--- src/rtl/wb_io_arbiter.sv ---
// wb_io_arbiter: two-master Wishbone arbiter onto the shared IO bus.
// Master 0 is the CPU IO port, master 1 is the wavesynth sequencer.
// A master keeps the bus for as long as it holds cyc. Simultaneous
// requests from IDLE are settled round-robin. At least one IDLE cycle
// always separates two owners.
// Optional feature: define WB_IO_ARB_TIMEOUT_EN to add a slave-response
// watchdog. The watchdog ends a stalled strobe with err to the owner after
// TMO_CYCLES cycles.
module wb_io_arbiter #(
    parameter logic [15:0] TMO_CYCLES = 16'd1024
) (
    input  logic        wb_clk_i,
    input  logic        wb_rst_ni,
    // master 0 (CPU IO port)
    input  logic [31:0] wbm0_adr_i,
    input  logic [31:0] wbm0_dat_i,
    input  logic [3:0]  wbm0_sel_i,
    input  logic        wbm0_we_i,
    input  logic        wbm0_cyc_i,
    input  logic        wbm0_stb_i,
    input  logic [2:0]  wbm0_cti_i,
    input  logic [1:0]  wbm0_bte_i,
    output logic [31:0] wbm0_dat_o,
    output logic        wbm0_ack_o,
    output logic        wbm0_err_o,
    output logic        wbm0_rty_o,
    // master 1 (wavesynth sequencer)
    input  logic [31:0] wbm1_adr_i,
    input  logic [31:0] wbm1_dat_i,
    input  logic [3:0]  wbm1_sel_i,
    input  logic        wbm1_we_i,
    input  logic        wbm1_cyc_i,
    input  logic        wbm1_stb_i,
    input  logic [2:0]  wbm1_cti_i,
    input  logic [1:0]  wbm1_bte_i,
    output logic [31:0] wbm1_dat_o,
    output logic        wbm1_ack_o,
    output logic        wbm1_err_o,
    output logic        wbm1_rty_o,
    // shared slave side
    output logic [31:0] wbs_adr_o,
    output logic [31:0] wbs_dat_o,
    output logic [3:0]  wbs_sel_o,
    output logic        wbs_we_o,
    output logic        wbs_cyc_o,
    output logic        wbs_stb_o,
    output logic [2:0]  wbs_cti_o,
    output logic [1:0]  wbs_bte_o,
    input  logic [31:0] wbs_dat_i,
    input  logic        wbs_ack_i,
    input  logic        wbs_err_i,
    input  logic        wbs_rty_i,
    output logic [1:0]  grant_o
);

    // Elaboration-time guard on the timeout range.
    if (TMO_CYCLES < 16'd2) begin : g_bad_tmo
        $error("wb_io_arbiter: TMO_CYCLES must be in 2..65535");
    end

    typedef enum logic [1:0] {StIdle, StOwn0, StOwn1} state_e;

    state_e state_q, state_d;
    logic   last_owner_q, last_owner_d;

    logic   own0, own1;
    logic   req_stb;    // owner's strobe before any timeout masking
    logic   resp_any;
    logic   tmo_fire;

    assign own0     = (state_q == StOwn0);
    assign own1     = (state_q == StOwn1);
    assign resp_any = wbs_ack_i | wbs_err_i | wbs_rty_i;
    assign grant_o  = {own1, own0};

    // Next-state: round-robin pick from IDLE, hold while owner keeps cyc.
    always_comb begin
        state_d      = state_q;
        last_owner_d = last_owner_q;
        case (state_q)
            StIdle: begin
                if (wbm0_cyc_i && wbm1_cyc_i) begin
                    // The master that was not served last wins the tie.
                    state_d = last_owner_q ? StOwn0 : StOwn1;
                end else if (wbm0_cyc_i) begin
                    state_d = StOwn0;
                end else if (wbm1_cyc_i) begin
                    state_d = StOwn1;
                end
            end
            StOwn0: begin
                if (!wbm0_cyc_i) begin
                    state_d      = StIdle;
                    last_owner_d = 1'b0;
                end
            end
            StOwn1: begin
                if (!wbm1_cyc_i) begin
                    state_d      = StIdle;
                    last_owner_d = 1'b1;
                end
            end
            default: state_d = StIdle;
        endcase
    end

    // State and round-robin history registers.
    always_ff @(posedge wb_clk_i or negedge wb_rst_ni) begin
        if (!wb_rst_ni) begin
            state_q      <= StIdle;
            last_owner_q <= 1'b1;
        end else begin
            state_q      <= state_d;
            last_owner_q <= last_owner_d;
        end
    end

    // Request mux: route the owner's qualifiers to the slave bus, zero in IDLE.
    always_comb begin
        wbs_adr_o = '0;
        wbs_dat_o = '0;
        wbs_sel_o = '0;
        wbs_we_o  = 1'b0;
        wbs_cyc_o = 1'b0;
        req_stb   = 1'b0;
        wbs_cti_o = '0;
        wbs_bte_o = '0;
        if (own0) begin
            wbs_adr_o = wbm0_adr_i;
            wbs_dat_o = wbm0_dat_i;
            wbs_sel_o = wbm0_sel_i;
            wbs_we_o  = wbm0_we_i;
            wbs_cyc_o = wbm0_cyc_i;
            req_stb   = wbm0_stb_i;
            wbs_cti_o = wbm0_cti_i;
            wbs_bte_o = wbm0_bte_i;
        end else if (own1) begin
            wbs_adr_o = wbm1_adr_i;
            wbs_dat_o = wbm1_dat_i;
            wbs_sel_o = wbm1_sel_i;
            wbs_we_o  = wbm1_we_i;
            wbs_cyc_o = wbm1_cyc_i;
            req_stb   = wbm1_stb_i;
            wbs_cti_o = wbm1_cti_i;
            wbs_bte_o = wbm1_bte_i;
        end
        wbs_stb_o = req_stb & ~tmo_fire;
    end

    // Response demux: only the owner sees the slave; IDLE responses are dropped.
    always_comb begin
        wbm0_dat_o = own0 ? wbs_dat_i : 32'h0;
        wbm0_ack_o = own0 & wbs_ack_i;
        wbm0_err_o = own0 & (wbs_err_i | tmo_fire);
        wbm0_rty_o = own0 & wbs_rty_i;
        wbm1_dat_o = own1 ? wbs_dat_i : 32'h0;
        wbm1_ack_o = own1 & wbs_ack_i;
        wbm1_err_o = own1 & (wbs_err_i | tmo_fire);
        wbm1_rty_o = own1 & wbs_rty_i;
    end

`ifdef WB_IO_ARB_TIMEOUT_EN
    logic [15:0] tmo_cnt_q, tmo_cnt_d;

    // A real slave response in the expiry cycle takes priority over the timeout.
    assign tmo_fire = req_stb & ~resp_any & (tmo_cnt_q == TMO_CYCLES - 16'd1);

    // Count stalled strobe cycles; any gap, response or expiry restarts it.
    always_comb begin
        tmo_cnt_d = '0;
        if (wbs_stb_o && !resp_any) begin
            tmo_cnt_d = tmo_cnt_q + 16'd1;
        end
    end

    // Watchdog counter register.
    always_ff @(posedge wb_clk_i or negedge wb_rst_ni) begin
        if (!wb_rst_ni) begin
            tmo_cnt_q <= '0;
        end else begin
            tmo_cnt_q <= tmo_cnt_d;
        end
    end
`else
    logic unused_resp;
    assign unused_resp = resp_any;
    assign tmo_fire    = 1'b0;
`endif

endmodule

--- config.mk ---
export PLATFORM = sky130hd
export DESIGN_NAME = wb_io_arbiter
export DESIGN_NICKNAME = d
export VERILOG_FILES = /design/src/rtl/wb_io_arbiter.sv
export SDC_FILE = /design/constraint.sdc
export NUM_CORES = 1
export LEC_CHECK = 0
export BUFFER_PORTS_ARGS = -buffer_cell sky130_fd_sc_hd__buf_2
export CAP_MARGIN = 10
export CORE_AREA = 2 2 129 131
export CTS_BUF_LIST = sky130_fd_sc_hd__clkbuf_8
export CTS_CLUSTER_SIZE = 20
export DETAILED_ROUTE_END_ITERATION = 6
export DIE_AREA = 0 0 131 133
export PLACE_DENSITY = 0.38
export SLEW_MARGIN = 0
export SYNTH_ARGS = -nofsm -noshare
export SYNTH_HDL_FRONTEND = slang
export SYNTH_SLANG_ARGS = --single-unit
export TNS_END_PERCENT = 100
--- constraint.sdc ---
create_clock -name wb_clk_i -period 1.9 [get_ports wb_clk_i]
set_input_delay 0.475 -clock wb_clk_i [delete_from_list [all_inputs] [get_ports wb_clk_i]]
set_output_delay 0.475 -clock wb_clk_i [all_outputs]
set_load 0.005 [all_outputs]
==> impl_summary.txt, run 1 <==
----------------------------------------------------
[Floorplanning]
  Die outline height ... 133 µm
  Die area ... 0.0174 mm²
  Cell Rows ... 47
  Die Wd ... 131 µm
  Core box area ... 0.0162 mm²
  IO Count ... 337
  Starting utilization of the core area ... 8.77%

[Power and ir drop]
  Switching power ... 737 µW
  Part of the total power dissipated in sequential elements ... 5.0%
  Maximum vdd drop ... 0.226 mV
  P per Cell Area ... 481 mW/mm²
  Leak pwr ... 0.00235 µW
  Internal Pwr Total ... 1160 µW
  Part of the power in the clock network ... 9.5%
  Switching share of power ... 38.8%
  Proportion of power drawn by combinational gates ... 85.5%

[Layout]
  Most common cell after layout, fill and taps aside ... sky130_fd_sc_hd__buf_2
  Post-route non-filler standard cell count ... 745
  Top library cells by usage in the layout, fill and taps aside ... sky130_fd_sc_hd__buf_2, sky130_fd_sc_hd__a22o_1, sky130_fd_sc_hd__and2_1
  Fraction of final layout cells sized beyond drive strength 1 ... 75.0%
  Area growth from synthesis to final layout ... 179%
  Final design area excluding fillers ... 0.00395 mm²
  Total Nets Final ... 715
  Antenna diode count ... 0

[Route]
  DR DRC count ... 0
  Post-detailed-route wirelength per cell ... 17.0 µm
  Detailed Routing Iterations Pass 1 ... 4
  Post-detailed-route count of antenna-violating nets ... 0
  Number of design-rule violations left by the first detailed-router iteration ... 76
  Via count ... 2,903
  Sum of routed wire length over all layers ... 12,700 µm
  Post-detailed-route via-to-cell ratio ... 3.90

[Worst setup path]
  FF-to-FF Start ... state_q[1]
  Sort of element at the start of the critical path ... flip-flop
  Peak fanout along the critical path ... 9
  Category of the most critical setup path ... reg2out
  Endpoint of the worst-slack reg-to-reg timing path ... state_q[1]
  Endpoint required time on the critical path ... 1420 ps
  Worst-case register-to-register setup slack ... 910 ps
  Nature of the critical path endpoint ... primary output
  Worst reg-to-reg path cell count ... 3
  Startpoint of the most critical setup path ... state_q[1]
  Arrival time reported for the critical path endpoint ... 1490 ps

[Clock network]
  CTS H-tree depth ... 1
  Number of clock buffers inserted by TritonCTS ... 3
  Insertion delay of the later-clocked pin in the worst-skew pair ... 220 ps
  CTS tree ... done
  Sinks on Clock Net ... 3
  Number of buffers on the longest clock path ... 2
  Clock transition time at the flip-flop clock pins of the worst setup and hold paths ... 30 ps
  Clock root buffer master ... sky130_fd_sc_hd__clkbuf_8

[Synth]
  Number of warnings issued by yosys ... 0
  Number of cells produced by synthesis ... 185
  Top area cells in the synthesized netlist ... sky130_fd_sc_hd__a22o_1, sky130_fd_sc_hd__and2_1, sky130_fd_sc_hd__buf_4
  Share of synthesized area occupied by flip-flops and latches ... 5.38%
  Net count after synthesis ... 374
  Cell area after synthesis ... 0.00142 mm²
  Cell taking the most area after synthesis ... sky130_fd_sc_hd__a22o_1
  Top cell type's share of synthesized area ... 47.0%
  Number of synthesized register bits ... 3
  Synthesized area per cell ... 7.66 µm²
  Number of different library cells in the post-synthesis netlist ... 16

[Global route]
  Wire length of the first global-routing pass ... 14,100 µm
  Number of antenna violations at the first check in global routing ... 1
  Vias in the first global route ... 2,637
  Tot GR Track Use ... 10.4%
  Overflow left after global routing ... 0
  Largest net degree at the start of global routing ... 44

[Outcome]
  Result of the run ... finished with violations
  Violated checks ... setup timing

[Placed design]
  DP Cell Count ... 719
  Global placement routability congestion ... 0.851
  Count of port buffers added during placement ... 336
  Placed Instance Area ... 0.00328 mm²
  DP HPWL ... 8440 µm

[Timing]
  Number of failing setup endpoints in the final timing report ... 99
  Final worst clock skew ... 2.12 ps
  Rel. slew slack ... 85.6%
  Max Slew Vio Count ... 0
  Portion of the clock cycle consumed by the worst path in the final layout ... 103%
  Final hold violations ... 0
  Slew at the pin with the worst max-slew slack ... 216 ps
  Achievable clock frequency ... 0.509 GHz
  Minimum period implied by the final worst setup slack ... 1970 ps
  Unrepaired setup endpoints after global routing ... true
  Slack of the critical path ... -66.1 ps

[Hold path]
  Type of the worst min-delay path ... in2async

[Job]
  Max cap viols ... 0

----------------------------------------------------
[power groups by stage]
stage          clock, µW  sequential (µW)  combinational (µW)
2_1_floorplan          0             90.6                 597
3_3_place_gp           0             94.5                1210
3_5_place_dp           0             95.8                1210
4_1_cts              186             95.2                1290
5_1_grt              193             96.4                1760
6_report             181             94.2                1620
[Yosys cell counts (all sizes together)]
master and n:
clkbuf 3, inv 1, o21ai 2, dfstp 1, and2b 1, dfrtp 2
nor2b 2, a21oi 2, a22o 76, o21a 1, buf 23, nand2b 1
and2 70
[logic make-up after synthesis]
family                 share of synthesized area, %
AO/OA/AOI/OAI                                  48.9
AND/OR/NAND/NOR                                33.1
buffers and inverters                          12.6
flip-flops                                     5.38
[per-stage QoR]
stage          total power, µW  setup WS, ps  hold WS (ps)  setup TNS (ps)  util, %
2_1_floorplan              688           350           179               0        -
3_3_place_gp              1300           175           273               0     20.3
3_5_place_dp              1310           127           271               0     20.3
4_1_cts                   1570         -88.9          40.3           -5590     21.1
5_1_grt                   2050          -122          44.3           -9550     24.4
6_report                  1900         -66.1          43.8           -2760     24.4
[timing repair]
item	4_1_cts	5_1_grt
cloned	2	13
hold buffers	0	0
pin swaps	23	30
gates resized for setup	2	55
setup endpoints to repair	99	148
setup buffers	1	7
[critical path, cell delays in order, from the launching register on]
cell,delay [ps]
sky130_fd_sc_hd__dfrtp_2,430
sky130_fd_sc_hd__and2b_4,200
sky130_fd_sc_hd__buf_12,150
sky130_fd_sc_hd__buf_16,150
sky130_fd_sc_hd__a22o_1,230
sky130_fd_sc_hd__buf_2,130
[layer usage]
layer  up-vias  global-route usage (%)  part of all wire [%]
li1       1376                       -                     -
met1      1327                    11.3                    40
met2       190                    21.1                    53
met3         8                    1.42                   7.0
met4         2                    1.71                  0.72
met5         -                       0                  0.10
[sequential cells by signal, indices dropped and copies added, names as in the netlist]
register      cells
last_owner_q      1
state_q           2
[cell type report]
class                      instances  area [µm²]
fill                            1793       12200
sequential                         3        77.6
multi-input combinational        155        1230
inverter                           1        3.75
tap                              220         275
clock buffer                       3        41.3
timing repair buffer             362        2320
clock inverter                     1        3.75
[worst max path at each step]
stage	endpoint
2_1_floorplan	wbs_adr_o[0]
3_3_place_gp	wbs_cti_o[2]
3_5_place_dp	wbs_dat_o[6]
4_1_cts	wbs_adr_o[4]
5_1_grt	wbs_adr_o[27]
6_report	wbs_cyc_o
(Power assumes the default switching activity.)
==> run 2: changes to the inputs <==
--- a/config.mk
+++ b/config.mk
@@ -5,7 +5,7 @@
 export SDC_FILE = /design/constraint.sdc
 export NUM_CORES = 1
 export LEC_CHECK = 0
-export BUFFER_PORTS_ARGS = -buffer_cell sky130_fd_sc_hd__buf_2
+export BUFFER_PORTS_ARGS = -buffer_cell sky130_fd_sc_hd__buf_4
 export CAP_MARGIN = 10
 export CORE_AREA = 2 2 129 131
 export CTS_BUF_LIST = sky130_fd_sc_hd__clkbuf_8
==> constraint.sdc (replaced) <==
create_clock -name wb_clk_i -period 1.95 [get_ports wb_clk_i]
set_input_delay 0.4875 -clock wb_clk_i [delete_from_list [all_inputs] [get_ports wb_clk_i]]
set_output_delay 0.4875 -clock wb_clk_i [all_outputs]
set_load 0.005 [all_outputs]
==> run 2 against run 1 <==
  * The run still ends with setup timing left
  * Register-to-register slack better by 50 ps
  * Clock power fell by 4%
  * Non-clock buffer count fell by 13
  * Critical path type unchanged
  * Largest power group unchanged
==> impl_summary.txt, run 2 (synthesis results as in run 1) <==
----------------------------------------------------
[Global route]
  Number of antenna violations at the first check in global routing ... 0 (was 1)
  Vias in the first global route ... 2,760 (was 2,637)
  Overflow left after global routing ... 0 (unchanged)
  Largest net degree at the start of global routing ... 52 (was 44)
  Tot GR Track Use ... 11.3% (was 10.4%)
  Wire length of the first global-routing pass ... 15,200 µm (was 14,100 µm)

[Floorplanning]
  Die Wd ... 131 µm (unchanged)
  Die area ... 0.0174 mm² (unchanged)
  Starting utilization of the core area ... 8.77% (unchanged)
  IO Count ... 337 (unchanged)
  Cell Rows ... 47 (unchanged)
  Core box area ... 0.0162 mm² (unchanged)
  Die outline height ... 133 µm (unchanged)

[Timing]
  Portion of the clock cycle consumed by the worst path in the final layout ... 100%
  Final worst clock skew ... 4.75 ps (was 2.12 ps)
  Max Slew Vio Count ... 0 (unchanged)
  Minimum period implied by the final worst setup slack ... 1950 ps
  Setup tns final ... -0.991 ps (was -2760 ps)
  Final hold violations ... 0 (unchanged)
  Tightest hold margin ... 53.5 ps (was 43.8 ps)
  Achievable clock frequency ... 0.513 GHz
  Slew at the pin with the worst max-slew slack ... 228 ps (was 216 ps)
  Number of failing setup endpoints in the final timing report ... 1 (was 99)
  Unrepaired setup endpoints after global routing ... true (unchanged)
  Rel. slew slack ... 84.8% (was 85.6%)
  Slack of the critical path ... -0.991 ps (was -66.1 ps)

[Clock network]
  Hold-fix buffer count after cts ... 0 (unchanged)
  Sinks on Clock Net ... 3 (unchanged)
  Clock transition time at the flip-flop clock pins of the worst setup and hold paths ... 30 ps (about the same)
  CTS tree ... done (unchanged)
  Number of buffers on the longest clock path ... 2 (unchanged)
  Number of clock buffers inserted by TritonCTS ... 3 (unchanged)
  CTS H-tree depth ... 1 (unchanged)
  Clock root buffer master ... sky130_fd_sc_hd__clkbuf_8 (unchanged)
  Insertion delay of the later-clocked pin in the worst-skew pair ... 220 ps (about the same)

[Power and ir drop]
  Total power ... 1900 µW (about the same)
  Leak pwr ... 0.00238 µW (was 0.00235 µW)
  Maximum vdd drop ... 0.263 mV (was 0.226 mV)
  P per Cell Area ... 433 mW/mm² (was 481 mW/mm²)

[Placed design]
  Global placement routability congestion ... 0.826 (was 0.851)
  DP HPWL ... 9350 µm (was 8440 µm)
  Count of port buffers added during placement ... 336 (unchanged)
  Placed Instance Area ... 0.00413 mm² (was 0.00328 mm²)
  DP Cell Count ... 720 (was 719)

[Worst setup path]
  Endpoint of the worst-slack reg-to-reg timing path ... state_q[0] (was state_q[1])
  Nature of the critical path endpoint ... primary output (unchanged)
  FF-to-FF Start ... state_q[1] (unchanged)
  Category of the most critical setup path ... reg2out (unchanged)
  Sort of element at the start of the critical path ... flip-flop (unchanged)
  Peak fanout along the critical path ... 51 (was 9)
  Worst-case register-to-register setup slack ... 960 ps (was 910 ps)
  Worst reg-to-reg path cell count ... 3 (unchanged)
  Arrival time reported for the critical path endpoint ... 1460 ps (was 1490 ps)
  Endpoint required time on the critical path ... 1460 ps (was 1420 ps)

[Layout]
  Fraction of final layout cells sized beyond drive strength 1 ... 71.9% (was 75.0%)
  Antenna diode count ... 0 (unchanged)
  Most common cell after layout, fill and taps aside ... sky130_fd_sc_hd__buf_4 (was sky130_fd_sc_hd__buf_2)
  Final design area excluding fillers ... 0.00438 mm² (was 0.00395 mm²)
  Largest Register ... state_q (unchanged)
  Total Nets Final ... 702 (was 715)
  Max reg flops ... 2 (unchanged)
  Area growth from synthesis to final layout ... 209% (was 179%)
  Top Registers ... state_q x2, last_owner_q x1 (unchanged)
  Top library cells by usage in the layout, fill and taps aside ... sky130_fd_sc_hd__buf_4, sky130_fd_sc_hd__a22o_1, sky130_fd_sc_hd__and2_1 (was sky130_fd_sc_hd__buf_2, sky130_fd_sc_hd__a22o_1, sky130_fd_sc_hd__and2_1)
  Post-route non-filler standard cell count ... 732 (was 745)

[Route]
  Number of design-rule violations left by the first detailed-router iteration ... 78 (was 76)
  Post-detailed-route wirelength per cell ... 16.2 µm (was 17.0 µm)
  Post-detailed-route via-to-cell ratio ... 3.87 (was 3.90)
  Post-detailed-route count of antenna-violating nets ... 0 (unchanged)
  DR DRC count ... 0 (unchanged)
  Via count ... 2,834 (was 2,903)
  Sum of routed wire length over all layers ... 11,800 µm (was 12,700 µm)
  Detailed Routing Iterations Pass 1 ... 4 (unchanged)

[Outcome]
  Result of the run ... finished with violations (unchanged)
  Violated checks ... setup timing (unchanged)

[Job]
  Max cap viols ... 0 (unchanged)

[Hold path]
  Type of the worst min-delay path ... in2async (unchanged)

----------------------------------------------------
==> run 2: critical path, stage by stage (launching register included) <==
cell and delay (ps):
sky130_fd_sc_hd__dfrtp_2 420, sky130_fd_sc_hd__nor2b_4 200, sky130_fd_sc_hd__buf_12 250, sky130_fd_sc_hd__a22o_1 220
sky130_fd_sc_hd__buf_4 120
==> run 2: where the power goes <==
group	switching, µW	internal, µW
logic	612	1020
registers	12.9	79.3
clock network	39.7	134
total	664	1230
==> run 2: metrics by stage <==
stage | setup slack, ps | utilization (%)
final | -0.991 | 27.1
after global routing | -66.5 | 27.1
after CTS | -47.3 | 26.2
after detailed placement | 163 | 25.6
after global placement | 177 | 25.6
after floorplan | 387 | -
==> run 2: layout make-up <==
cell class                 count  area [µm²]
clock buffer                   3        41.3
clock inverter                 1        3.75
fill                        1797       11800
inverter                       1        3.75
multi-input combinational    155        1220
sequential                     3        77.6
tap                          220         275
timing repair buffer         349        2770
==> run 2: worst max path at each step <==
stage	from	to	slack, ps
after floorplan	state_q[0]	wbs_adr_o[0]	390
after global placement	state_q[1]	wbs_adr_o[30]	180
after detailed placement	state_q[0]	wbs_cyc_o	160
after CTS	state_q[0]	wbs_adr_o[25]	-50
after global routing	state_q[0]	wbs_adr_o[29]	-70
final	state_q[1]	wbs_dat_o[17]	-1
==> run 2: per-layer routing <==
metal	routed length [µm]	global-route usage, %	vias up
li1	-	-	1340
met1	4250	11.8	1301
met2	6310	22.7	185
met3	1130	2.30	8
met4	149	2.13	0
met5	0	0	-
==> run 2: repair_timing <==
item                       CTS  global route
cloned                       1             3
setup buffers                0             4
setup endpoints to repair   38           146
resized for setup            4            20
pin swaps                    7            27
